--- config.mk ---
export PLATFORM = sky130hd
export DESIGN_NAME = led7seg_scan
export DESIGN_NICKNAME = d
export VERILOG_FILES = /design/src/rtl/led7seg_pkg.sv /design/src/rtl/led7seg_prescaler.sv /design/src/rtl/led7seg_scan.sv
export SDC_FILE = /design/constraint.sdc
export NUM_CORES = 1
export LEC_CHECK = 0
export BUFFER_PORTS_ARGS = -buffer_cell sky130_fd_sc_hd__buf_4
export CORE_MARGIN = 3
export CORE_UTILIZATION = 42
export DETAILED_ROUTE_END_ITERATION = 7
export PLACE_DENSITY = 0.65
export SLEW_MARGIN = 20
export SYNTH_ARGS = -nofsm -noshare
export SYNTH_HDL_FRONTEND = slang
export SYNTH_SLANG_ARGS = --single-unit
--- constraint.sdc ---
create_clock -name clk -period 2.3 [get_ports clk]
set_input_delay 0.345 -clock clk [delete_from_list [all_inputs] [get_ports clk]]
set_output_delay 0.345 -clock clk [all_outputs]
set_load 0.01 [all_outputs]
--- src/rtl/led7seg_pkg.sv ---
// Shared definitions for the multiplexed 7-segment driver: scan states,
// the blank segment pattern and the hex-to-segment decode table.
package led7seg_pkg;

    // Active-high segment pattern for a dark digit; pin polarity is applied later
    localparam logic [6:0] SEG_OFF = 7'h00;

    typedef enum logic {
        ST_BLANK = 1'b0,
        ST_ON    = 1'b1
    } scan_state_t;

    // Segment order {a,b,c,d,e,f,g}, active-high
    function automatic logic [6:0] hex_to_seg(input logic [3:0] nib);
        logic [6:0] code;
        case (nib)
            4'h0:    code = 7'h7E;
            4'h1:    code = 7'h30;
            4'h2:    code = 7'h6D;
            4'h3:    code = 7'h79;
            4'h4:    code = 7'h33;
            4'h5:    code = 7'h5B;
            4'h6:    code = 7'h5F;
            4'h7:    code = 7'h70;
            4'h8:    code = 7'h7F;
            4'h9:    code = 7'h7B;
            4'hA:    code = 7'h77;
            4'hB:    code = 7'h1F;
            4'hC:    code = 7'h4E;
            4'hD:    code = 7'h3D;
            4'hE:    code = 7'h4F;
            default: code = 7'h47;
        endcase
        return code;
    endfunction

endpackage

--- src/rtl/led7seg_prescaler.sv ---
// Digit-slot timer: counts 0..PRESCALE-1, flags the last cycle of the slot
// (wrap) and the last cycle of the anti-ghost blanking window.
module led7seg_prescaler #(
    parameter int PRESCALE  = 50000,
    parameter int BLANK_CYC = 2
) (
    input  logic clk,
    input  logic rst,
    input  logic enable,
    output logic wrap,
    output logic blank_done
);

    localparam int CW = (PRESCALE > 1) ? $clog2(PRESCALE) : 1;

    logic [CW-1:0] cnt_reg;

    always_ff @(posedge clk or posedge rst) begin
        if (rst) begin
            cnt_reg <= '0;
        end else if (!enable || wrap) begin
            cnt_reg <= '0;
        end else begin
            cnt_reg <= cnt_reg + 1'b1;
        end
    end

    assign wrap       = enable && (cnt_reg == CW'(PRESCALE - 1));
    assign blank_done = enable && (cnt_reg == CW'(BLANK_CYC - 1));

endmodule

--- src/rtl/led7seg_scan.sv ---
// Time-multiplexed 7-segment bank driver with frame-synchronous double
// buffering, inter-digit blanking, leading-zero blanking and decimal points.
module led7seg_scan
    import led7seg_pkg::*;
#(
    parameter int DIGITS      = 4,
    parameter int PRESCALE    = 50000,
    parameter int BLANK_CYC   = 2,
    parameter bit SEG_ACT_LOW = 1'b1,
    parameter bit DIG_ACT_LOW = 1'b1
) (
    input  logic                  clk,
    input  logic                  rst,
    input  logic                  enable,
    input  logic                  load,
    input  logic [4*DIGITS-1:0]   data,
    input  logic [DIGITS-1:0]     dp_in,
    input  logic                  lzb,
    output logic [6:0]            seg,
    output logic                  dp,
    output logic [DIGITS-1:0]     an,
    output logic                  frame_tick
);

    localparam int             IW       = (DIGITS > 1) ? $clog2(DIGITS) : 1;
    localparam logic [IW-1:0]  IDX_LAST = IW'(DIGITS - 1);
    localparam logic [6:0]     SEG_INV  = {7{SEG_ACT_LOW}};
    localparam logic [DIGITS-1:0] AN_INV = {DIGITS{DIG_ACT_LOW}};

    logic                       wrap;
    logic                       blank_done;
    logic                       frame_edge;
    logic                       restart;
    logic                       enable_d_reg;
    logic [IW-1:0]              idx_reg;
    scan_state_t                state_reg, state_next;
    logic [DIGITS-1:0][3:0]     pending_reg, shadow_reg;
    logic [DIGITS-1:0]          pending_dp_reg, shadow_dp_reg;
    logic [DIGITS-1:0]          lead_zero;
    logic                       digit_on;
    logic [6:0]                 seg_next;
    logic                       dp_next;
    logic [DIGITS-1:0]          an_next;
    logic [6:0]                 seg_reg;
    logic                       dp_reg;
    logic [DIGITS-1:0]          an_reg;
    logic                       frame_tick_reg;

    led7seg_prescaler #(
        .PRESCALE  (PRESCALE),
        .BLANK_CYC (BLANK_CYC)
    ) u_prescaler (
        .clk        (clk),
        .rst        (rst),
        .enable     (enable),
        .wrap       (wrap),
        .blank_done (blank_done)
    );

    assign frame_edge = wrap && (idx_reg == IDX_LAST);
    assign restart    = enable && !enable_d_reg;

    // Digit gi is a leading zero when it and every more-significant digit are 0
    generate
        for (genvar gi = 0; gi < DIGITS; gi++) begin : g_lz
            assign lead_zero[gi] = ~|shadow_reg[DIGITS-1:gi];
        end
    endgenerate

    always_comb begin
        state_next = state_reg;
        case (state_reg)
            ST_BLANK: if (blank_done) state_next = ST_ON;
            ST_ON:    if (wrap)       state_next = ST_BLANK;
            default:                  state_next = ST_BLANK;
        endcase
        if (!enable) begin
            state_next = ST_BLANK;
        end
    end

    always_comb begin
        digit_on = (state_reg == ST_ON) && enable;
        seg_next = SEG_OFF;
        dp_next  = 1'b0;
        an_next  = '0;
        if (digit_on) begin
            an_next = DIGITS'(1) << idx_reg;
            dp_next = shadow_dp_reg[idx_reg];
            if (!(lzb && (idx_reg != '0) && lead_zero[idx_reg])) begin
                seg_next = hex_to_seg(shadow_reg[idx_reg]);
            end
        end
    end

    always_ff @(posedge clk or posedge rst) begin
        if (rst) begin
            state_reg      <= ST_BLANK;
            enable_d_reg   <= 1'b0;
            idx_reg        <= '0;
            pending_reg    <= '0;
            pending_dp_reg <= '0;
            shadow_reg     <= '0;
            shadow_dp_reg  <= '0;
            frame_tick_reg <= 1'b0;
            seg_reg        <= SEG_OFF ^ SEG_INV;
            dp_reg         <= SEG_ACT_LOW;
            an_reg         <= AN_INV;
        end else begin
            state_reg    <= state_next;
            enable_d_reg <= enable;
            if (load) begin
                pending_reg    <= data;
                pending_dp_reg <= dp_in;
            end
            if (!enable) begin
                idx_reg <= '0;
            end else if (wrap) begin
                idx_reg <= (idx_reg == IDX_LAST) ? '0 : idx_reg + 1'b1;
            end
            // Non-blocking read of pending: a load in this same cycle waits a frame
            if (frame_edge || restart) begin
                shadow_reg    <= pending_reg;
                shadow_dp_reg <= pending_dp_reg;
            end
            frame_tick_reg <= frame_edge;
            seg_reg        <= seg_next ^ SEG_INV;
            dp_reg         <= dp_next ^ SEG_ACT_LOW;
            an_reg         <= an_next ^ AN_INV;
        end
    end

    assign seg        = seg_reg;
    assign dp         = dp_reg;
    assign an         = an_reg;
    assign frame_tick = frame_tick_reg;

endmodule

Word level (Yosys, flattened, before mapping)

Memory sizes are Yosys's and may differ from the RTL's.
Cells that the tools add are included.

Flip-flop bits (word level): 73
Latch bits: 0
Memory bits (writable): 0
ROM bits: 112
Bits of input ports: 25
Output and inout port bits: 13
Word-level logic and storage cells: 69
Memories kept: 1

Add/subtract/negate cells: 2
$mul: 0
Divide/modulo/power cells: 0
$lt $le $gt $ge: 1
Equality and inequality tests: 4
Shift operators: 1
Mux-type cells: 18
Bitwise gates (word level): 4
Reduce and logical (&&, ||, !) cells: 20

Memory list:

| memory           | words | bits a word | rd ports | clocked after Yosys merged registers in | write ports | line              | source |
|---|---|---|---|---|---|---|---|
| (name not given) | 16    | 7           | 1        | 0                                       | 0           | led7seg_pkg.sv:16 | `case (nib)` |

Operators with widths:

| kind                  | count |
|---|---|
| $add 16x1->16 const B | 1 |
| $eq 16x1->1 const B   | 1 |
| $eq 16x16->1 const B  | 1 |
| $mux 16               | 1 |
| $reduce_or 16->1      | 1 |
| $mux 7                | 2 |
| $reduce_or 12->1      | 1 |
| $bmux 4 s2            | 1 |
| $mux 4                | 2 |
| $reduce_or 8->1       | 1 |
| $logic_and 1x1->1     | 7 |
| $not 7->7             | 1 |
| $logic_not 1->1       | 6 |
| $mux 1                | 6 |
| $mux 2                | 3 |
| $bmux 1 s2            | 2 |
| $not 4->4             | 1 |
| $reduce_or 4->1       | 1 |
| $shl 1x2->4 const A   | 1 |
| $lt 2x3->1 const B    | 1 |
| $add 2x1->2 const B   | 1 |
| $eq 2x2->1 const B    | 1 |
| $logic_or 1x1->1      | 2 |
| $ne 2x1->1 const B    | 1 |
| other kinds (3)       | 4 |

Logic depth before layout (Yosys ltp)

Gate-level depths: netlist (run 1).

Depth after elaboration: 8
Depth in mapped cells: 9
Mapped depth without buffers: 7

Modules after synthesis

A second synthesis (run 1) with hierarchy kept.

Cells, all modules: 280
Area total of the unflattened synthesis: 3474.6 µm²

By module, submodules not included:

| module            | instances | cells an instance | area each (µm²) | sequential area each (µm²) |
|---|---|---|---|---|
| led7seg_scan      | 1         | 192               | 2636.3          | 1441.4 |
| led7seg_prescaler | 1         | 88                | 838.3           | 400.4 |

Worst setup path before layout (run 1)

Ideal clock, no wire load.

Path kind: register to register
Start point: register idx_reg[0]
End point: register seg_reg[6] (netlist: seg[6])
Setup time: 0.091 ns
Arrival time: 2.031 ns
Data required time: 2.209 ns
Setup slack: 0.178 ns
Stages on the path, launching flop included: 8
Buffers on the path: 1
Period minus slack after synthesis: 2.122 ns
Path through: dfrtp_1 buf_2 mux4_2 inv_1 ha_1 mux2_2 o32ai_1 o31ai_1

Longest elaborated chain between the ends: 6
Elaborated cells between the ends (all ways): 11
Classes of those cells: mux (6); bitwise (1); reduce/logical (3); memory (1)

Ends and longest elaborated chain:

| item                                                       | line                | source |
|---|---|---|
| from (decl)                                                | led7seg_scan.sv:35  | `logic [IW-1:0] idx_reg;` |
| from (signal assigned)                                     | led7seg_scan.sv:119 | `idx_reg <= (idx_reg == IDX_LAST) ? '0 : idx_reg + 1'b1;` |
| $bmux 4 s2, or another cell as far along                   | led7seg_scan.sv:91  | `seg_next = hex_to_seg(shadow_reg[idx_reg]);` |
| $mux 4 (implied by the code), or another cell as far along | led7seg_scan.sv:91  |  |
| $mem_v2 16x7 or $logic_and 1x1->1 (tied branches)          | n/a                 |  |
| $mux 7 *                                                   | led7seg_scan.sv:90  | `if (!(lzb && (idx_reg != '0) && lead_zero[idx_reg])) begin` |
| $mux 7 *                                                   | led7seg_scan.sv:87  | `if (digit_on) begin` |
| $not 7->7 (no line) *                                      | n/a                 |  |
| to (signal assigned)                                       | led7seg_scan.sv:106 | `seg_reg <= SEG_OFF ^ SEG_INV;` |
| to (signal assigned)                                       | led7seg_scan.sv:127 | `seg_reg <= seg_next ^ SEG_INV;` |
| to (decl)                                                  | led7seg_scan.sv:44  | `logic [6:0] seg_reg;` |

Mark *: on every way between the ends. The rest lies on a longest branch, timed or not. The select of a mux whose other input is x is not followed.
A chain may end at the register's enable or synchronous reset.

Worst setup path after layout (run 1)

Start point: register u_prescaler.cnt_reg[0]
End point: register shadow_reg[9] (netlist bit)

Longest elaborated chain between the ends: 4

Ends and longest elaborated chain:

| item                   | line                    | source |
|---|---|---|
| from (decl)            | led7seg_prescaler.sv:16 | `logic [CW-1:0] cnt_reg;` |
| from (signal assigned) | led7seg_prescaler.sv:24 | `cnt_reg <= cnt_reg + 1'b1;` |
| $eq 16x16->1           | led7seg_prescaler.sv:28 | `assign wrap = enable && (cnt_reg == CW'(PRESCALE - 1));` |
| $logic_and 1x1->1      | led7seg_prescaler.sv:28 |  |
| $logic_and 1x1->1      | led7seg_scan.sv:60      | `assign frame_edge = wrap && (idx_reg == IDX_LAST);` |
| $logic_or 1x1->1       | led7seg_scan.sv:122     | `if (frame_edge \|\| restart) begin` |
| to (signal assigned)   | led7seg_scan.sv:123     | `shadow_reg <= pending_reg;` |
| to (decl)              | led7seg_scan.sv:37      | `logic [DIGITS-1:0][3:0] pending_reg, shadow_reg;` |

No other way between the ends.

==> results.yml, run 1 <==
synthesis:
  synth_warnings: 0
  ys.flop_type: "dfrtp_1"
  syn-mean-instance-area_sq_um: 12.7
  netlist-cell-type-count: 46
  synthCells: 283
  synth-simple-area-share_pct: 12.9
  async_flop_share_pct: 100
  yosys.area.top_type: "dfrtp_1"
  syn_nets: 320
  syn_area_sq_mm: 0.00359
  synth_top_area_share_pct: 42.6
  yosys_register_bits: 73
  synth_top_family_by_area: "multiplexers"
  synthTopCellsByArea: "dfrtp_1 43%, dfstp_2 8.8%, mux2_4 8.4%"
  synthAdderAreaFrac_pct: 4.19
  synth.area.mux_share_pct: 19.8
  synth_compound_area_share_pct: 5.65
  synthXorXnorAreaFrac_pct: 2.93
  synth-edff-count: 0
  ys_seq_area_share_pct: 51.4
status:
  status: "complete, no violations"
worst_setup_path:
  cpMaxStageDelayCell: "dfrtp_1"
  critPathMaxStageDelay_ns: 0.43
  start_kind: "flip-flop"
  worstPathRequired_ns: 2.53
  path_class: "flip-flop to flip-flop"
  critPathCaptureType: "flip-flop"
  r2r-start: "u_prescaler.cnt_reg[0]$_DFF_PP0_"
  path_cells: "ha_1, and3_1, nand4_4, o31ai_4, buf_12, mux2_4"
  rrSetupSlack_ns: 0.25
  r2r-end: "shadow_reg[9]$_DFFE_PP0P_"
  cpLargestDelayFamily: "flip-flops"
  crit_buf_inv: 1
  cp_max_fo: 20
  worst_ep_arrival_time_ns: 2.28
  ff2ff_path_depth: 6
route:
  routedWlPerCell_um: 16.0
  firstDrtPassIters: 4
  num_vias: 2301
  drc: 0
  viasPerCell: 5.29
  routed_wl_um: 6950
  ant_nets: 0
  drtIter0Drc: 129
placed_design:
  dp_hpwl_um: 4850
  routabilityCongestion: 0.823
  io_buffers: 37
  place_area_sq_mm: 0.00399
  dp_cells: 419
cells_and_area:
  drive_gt1_share_pct: 37.9
  layout.nets: 362
  fin_area_sq_mm: 0.00421
  syn2layout_area_growth_pct: 17.4
  fillCellCount: 754
  n_antenna_cell: 0
  instances_no_fill: 435
cts:
  cts_made_buffers: 9
  post_cts_resized: 0
  clock_sinks: 73
  cts_tree: "done"
  clock_path_buffers: 2
  clk_pin_slew_ns: 0.08
  clk_root_buffer_cell: "clkbuf_8"
  postCtsSetupRepairBufs: 0
  cts_hold_buf: 0
  cts_max_level: 3
  clock_latency_ns: 0.35
floorplanning:
  start_util_pct: 43.4
  num_rows: 33
  die_area_sq_mm: 0.00968
  coreArea_sq_mm: 0.00826
  ioPinCount: 38
  die_height_um: 98.4
  dieWidth_um: 98.4
global_route:
  grt_max_degree: 74
  antenna_found_initial: 0
  grt_use_total_pct: 15.5
  grt_overflow: 0
  first_global_vias: 2368
  grt_pass1_wl_um: 11900
timing:
  drv_slew: 0
  post-route-period-util_pct: 89.2
  finalSetupViolations: 0
  rsz0062_at_grt: "false"
  tns_ns: 0
  worstMarginPinSlew_ns: 0.378
  hold-worst-slack_ns: 0.0643
  fin_crit_ns: 2.05
  hold_violations: 0
  skew_ns: 0.0132
  max_slew_margin_pct: 74.8
  fmax_mhz: 487
pwr:
  leakagePower_nw: 1.83
  vdd_drop_max_mv: 0.297
  power_density_mw_per_mm2: 745
job:
  cap_violations: 0
hold_path:
  hp-class: "input port to asynchronous set/reset pin"
==> cell usage in the layout (no fill, tap or decap), types with 2 or more instances in the layout <==
master and instances:
dfrtp_1 61, buf_4 41, mux2_2 22, mux2_4 20
nand2_1 16, nor2_1 16, ha_1 12, dfstp_2 12
nand3_1 11, inv_1 9, clkbuf_8 9, o21ai_0 8
xor2_1 8, a21oi_1 6, nand4_1 6, nor4_1 6
and3_1 5, mux4_2 5, mux2i_1 5, and2_1 4
xnor2_1 4, o211ai_1 4, or3_1 3, o31ai_1 3
or3_2 2, nor3_1 2, o21bai_1 2, clkinv_4 2
bufinv_16 2, buf_12 2
==> area by class of cell <==
class	instances	area (sq um)	share of cell area, %
flip-flops and latches	73	1840	43.7
multi-input cells	188	1630	38.8
repair buffers	43	348	8.26
well taps	105	131	3.12
clock buffers	10	128	3.03
clock inverters	6	91.3	2.17
inverters	10	37.5	0.892
==> worst max path at each step <==
stage,from,to,cells after the start
after floorplan,rst,enable_d_reg$_DFF_PP0_,1
after global placement,u_prescaler.cnt_reg[0]$_DFF_PP0_,shadow_reg[4]$_DFFE_PP0P_,6
after detailed placement,u_prescaler.cnt_reg[0]$_DFF_PP0_,shadow_reg[6]$_DFFE_PP0P_,6
after CTS,u_prescaler.cnt_reg[0]$_DFF_PP0_,shadow_reg[13]$_DFFE_PP0P_,6
after global routing,u_prescaler.cnt_reg[0]$_DFF_PP0_,shadow_reg[9]$_DFFE_PP0P_,6
final,u_prescaler.cnt_reg[0]$_DFF_PP0_,shadow_reg[9]$_DFFE_PP0P_,6
==> report_power, final <==
group          switching [mW]  leakage, nW  internal, mW
sequential              0.111        0.884          1.41
combinational           0.216        0.834         0.285
clock                   0.495        0.111         0.617
total                   0.822         1.83          2.32
==> tightest hold or removal path: stages <==
cell and delay (ns):
buf_4 0.11, inv_2 0.05, buf_12 0.32
==> through the flow <==
| step | util, % | total power [mW] | worst slack (ns) |
|---|---|---|---|
| 2_1_floorplan | - | 1.89 | 0.122 |
| 3_3_place_gp | 48.3 | 2.03 | 0.283 |
| 3_5_place_dp | 48.3 | 2.05 | 0.262 |
| 4_1_cts | 51.0 | 3.17 | 0.246 |
| 5_1_grt | 51.0 | 3.31 | 0.149 |
| 6_report | 51.0 | 3.14 | 0.248 |
==> logic make-up after synthesis <==
kind of cell             count (synthesis)
AO/OA/AOI/OAI                           30
XOR/XNOR                                12
adder cells (fa/ha/maj)                 12
buffers and inverters                   22
flip-flops                              73
multiplexers                            52
AND/OR/NAND/NOR                         82
==> layer usage <==
layer / routed length, um / up-vias / global-route usage [%]
li1: - / 1088 / -
met1: 3010 / 1153 / 20.1
met2: 3500 / 51 / 24.8
met3: 337 / 9 / 4.71
met4: 99 / 0 / 5.57
met5: 0 / - / 0
==> synth_stat cells (2+ instances only) <==
cell type and number:
ha_1 12, clkbuf_1 4, dfrtp_1 61, nand2_1 16, xor2_1 8, nand3_1 11
nor4_1 6, a21oi_1 6, inv_1 10, nor3_1 2, xnor2_1 4, mux2i_1 5
or3_1 3, and3_1 5, nor2_1 16, mux2_4 20, o31ai_1 3, mux4_2 5
mux2_2 22, o21bai_1 2, o21ai_0 8, or3_2 2, buf_2 5, buf_6 3
nand4_1 6, o211ai_1 4, and2_1 4, dfstp_2 12
No activity file was read; power rests on OpenSTA's default activity.
==> run 2: changes to the inputs <==
--- a/config.mk
+++ b/config.mk
@@ -6,6 +6,7 @@
 export NUM_CORES = 1
 export LEC_CHECK = 0
 export BUFFER_PORTS_ARGS = -buffer_cell sky130_fd_sc_hd__buf_4
+export CORE_ASPECT_RATIO = 0.9
 export CORE_MARGIN = 3
 export CORE_UTILIZATION = 42
 export DETAILED_ROUTE_END_ITERATION = 7
==> results.yml, run 2 (same netlist as run 1, synthesis figures left out) <==
status:
  status: "finished, violations left"
  violations: "negative hold slack"
worst_setup_path:
  cp_max_fo: 9
  critPathCaptureType: "flip-flop"
  path_cells: "mux4_2, inv_1, ha_1, mux2_2, o32ai_1, o31ai_1"
  crit_buf_inv: 1
  worstPathRequired_ns: 2.57
  cpLargestDelayFamily: "multiplexers"
  path_class: "flip-flop to flip-flop"
  start_kind: "flip-flop"
  cpMaxStageDelayCell: "mux4_2"
  critPathMaxStageDelay_ns: 0.60
  r2r-start: "idx_reg[0]$_DFFE_PP0N_"
  startpoint: "idx_reg[0]$_DFFE_PP0N_"
  worst_ep_arrival_time_ns: 2.38
pwr:
  p_sw_share_pct: 28.5
  p_seq_share_pct: 52.1
  intPower_mw: 2.10
  power_density_mw_per_mm2: 701
  p_clk_share_pct: 31.3
  p_switching_mw: 0.837
  leakagePower_nw: 1.81
  p_total_mw: 2.93
  pwr-share-comb_pct: 16.7
  vdd_drop_max_mv: 0.260
global_route:
  use_met3_pct: 5.64
  grt_max_degree: 30
  grt_use_total_pct: 15.6
  first_global_vias: 2277
  grt_pass1_wl_um: 11500
  grt_most_used_layer: "met1"
  grt_overflow: 0
  met1_usage_pct: 23.1
  antenna_found_initial: 0
  use_met2_pct: 20.9
floorplanning:
  die_area_sq_mm: 0.00968
  ioPinCount: 38
  num_rows: 31
  die_height_um: 93.7
  start_util_pct: 43.8
  dieWidth_um: 103
  coreArea_sq_mm: 0.00818
route:
  firstDrtPassIters: 4
  viasPerCell: 5.15
  drc: 0
  routed_wl_um: 6670
  routedWlPerCell_um: 14.9
  num_vias: 2301
  ant_nets: 0
  drtIter0Drc: 93
cells_and_area:
  n_antenna_cell: 0
  layout.nets: 364
  drive_gt1_share_pct: 38.9
  final_common_cell: "dfrtp_1"
  most-common-layout-cells: "60 x dfrtp_1, 44 x buf_4, 22 x mux2_2, 20 x mux2_4"
  syn2layout_area_growth_pct: 16.7
cts:
  cts_tree: "done"
  cts_made_buffers: 9
  clk_root_buffer_cell: "clkbuf_8"
  clock_sinks: 73
  clock_path_buffers: 2
  postCtsSetupRepairBufs: 0
  clock_latency_ns: 0.36
  clk_pin_slew_ns: 0.08
  cts_max_level: 3
timing:
  tns_ns: 0
  fin_crit_ns: 2.11
  post-route-period-util_pct: 91.7
  rsz0062_at_grt: "false"
  drv_slew: 0
  fmax_mhz: 474
  skew_ns: 0.0104
  hold_violations: 4
  max_slew_margin_pct: 70.6
  hold-worst-slack_ns: -0.00331
  worstMarginPinSlew_ns: 0.440
  finalSetupViolations: 0
hold_path:
  hp-class: "input port to asynchronous set/reset pin"
placed_design:
  io_buffers: 37
  routabilityCongestion: 0.792
  dp_hpwl_um: 4760
job:
  cap_violations: 0
-- run 2: final timing paths --
| kind | to | slack (ns) | depth (start not counted) |
|---|---|---|---|
| max in group asynchronous | idx_reg[0]$_DFFE_PP0N_ | 1.60 | 3 |
| max reg2reg | seg[6]$_DFF_PP1_ | 0.19 | 6 |
| min | pending_dp_reg[0]$_DFFE_PP0P_ | -0.003 | 2 |
| max | seg[6]$_DFF_PP1_ | 0.19 | 6 |
| min in group clk | enable_d_reg$_DFF_PP0_ | 0.16 | 1 |
| min reg2reg | an[3]$_DFF_PP1_ | 0.51 | 1 |
-- run 2: timing repair --
item                                    CTS  global route
endpoints found under the setup margin    0             1
hold buffers                              0             0
gates resized for setup                   0             1
-- run 2: per-stage QoR --
| stage | cell area, sq um | cells | worst slack, ns | hold WS [ns] | utilization, % |
|---|---|---|---|---|---|
| global route | 4190 | 447 | 0.0278 | 0.00855 | 51.1 |
| floorplan | 3590 | 283 | 0.122 | 0.376 | - |
| finish | 4190 | 447 | 0.191 | -0.00331 | 51.1 |
| global placement | 4010 | 431 | 0.219 | 0.391 | 49.0 |
| detailed placement | 4010 | 431 | 0.0990 | 0.392 | 49.0 |
| CTS | 4180 | 447 | 0.0814 | 0.0124 | 51.1 |
-- run 2: power by group through the flow --
stage               clock [mW]  sequential (mW)  combinational, mW
global route              1.01             1.55              0.547
global placement             0             1.55              0.481
floorplan                    0             1.51              0.373
detailed placement           0             1.55              0.491
CTS                      0.936             1.53              0.495
finish                   0.917             1.53              0.489
-- run 2: routing by layer --
metal	routed length [um]	up-vias
met1	3400	1129
met4	106	0
li1	-	1102
met3	362	11
met2	2790	59
met5	0	-
-- run 2: cell type report --
cell class,instances,area [sq um]
clock buffers,9,124
clock inverters,7,53.8
well taps,115,144
flip-flops and latches,73,1840
inverters,10,37.5
fillers,713,4000
repair buffers,45,350
multi-input cells,188,1630
-- run 2: worst reg2reg max path, stage by stage (launching register included) --
cell     delay [ns]
dfrtp_2        0.48
mux4_2         0.60
inv_1          0.15
ha_1           0.30
mux2_2         0.21
o32ai_1        0.07
o31ai_1        0.22
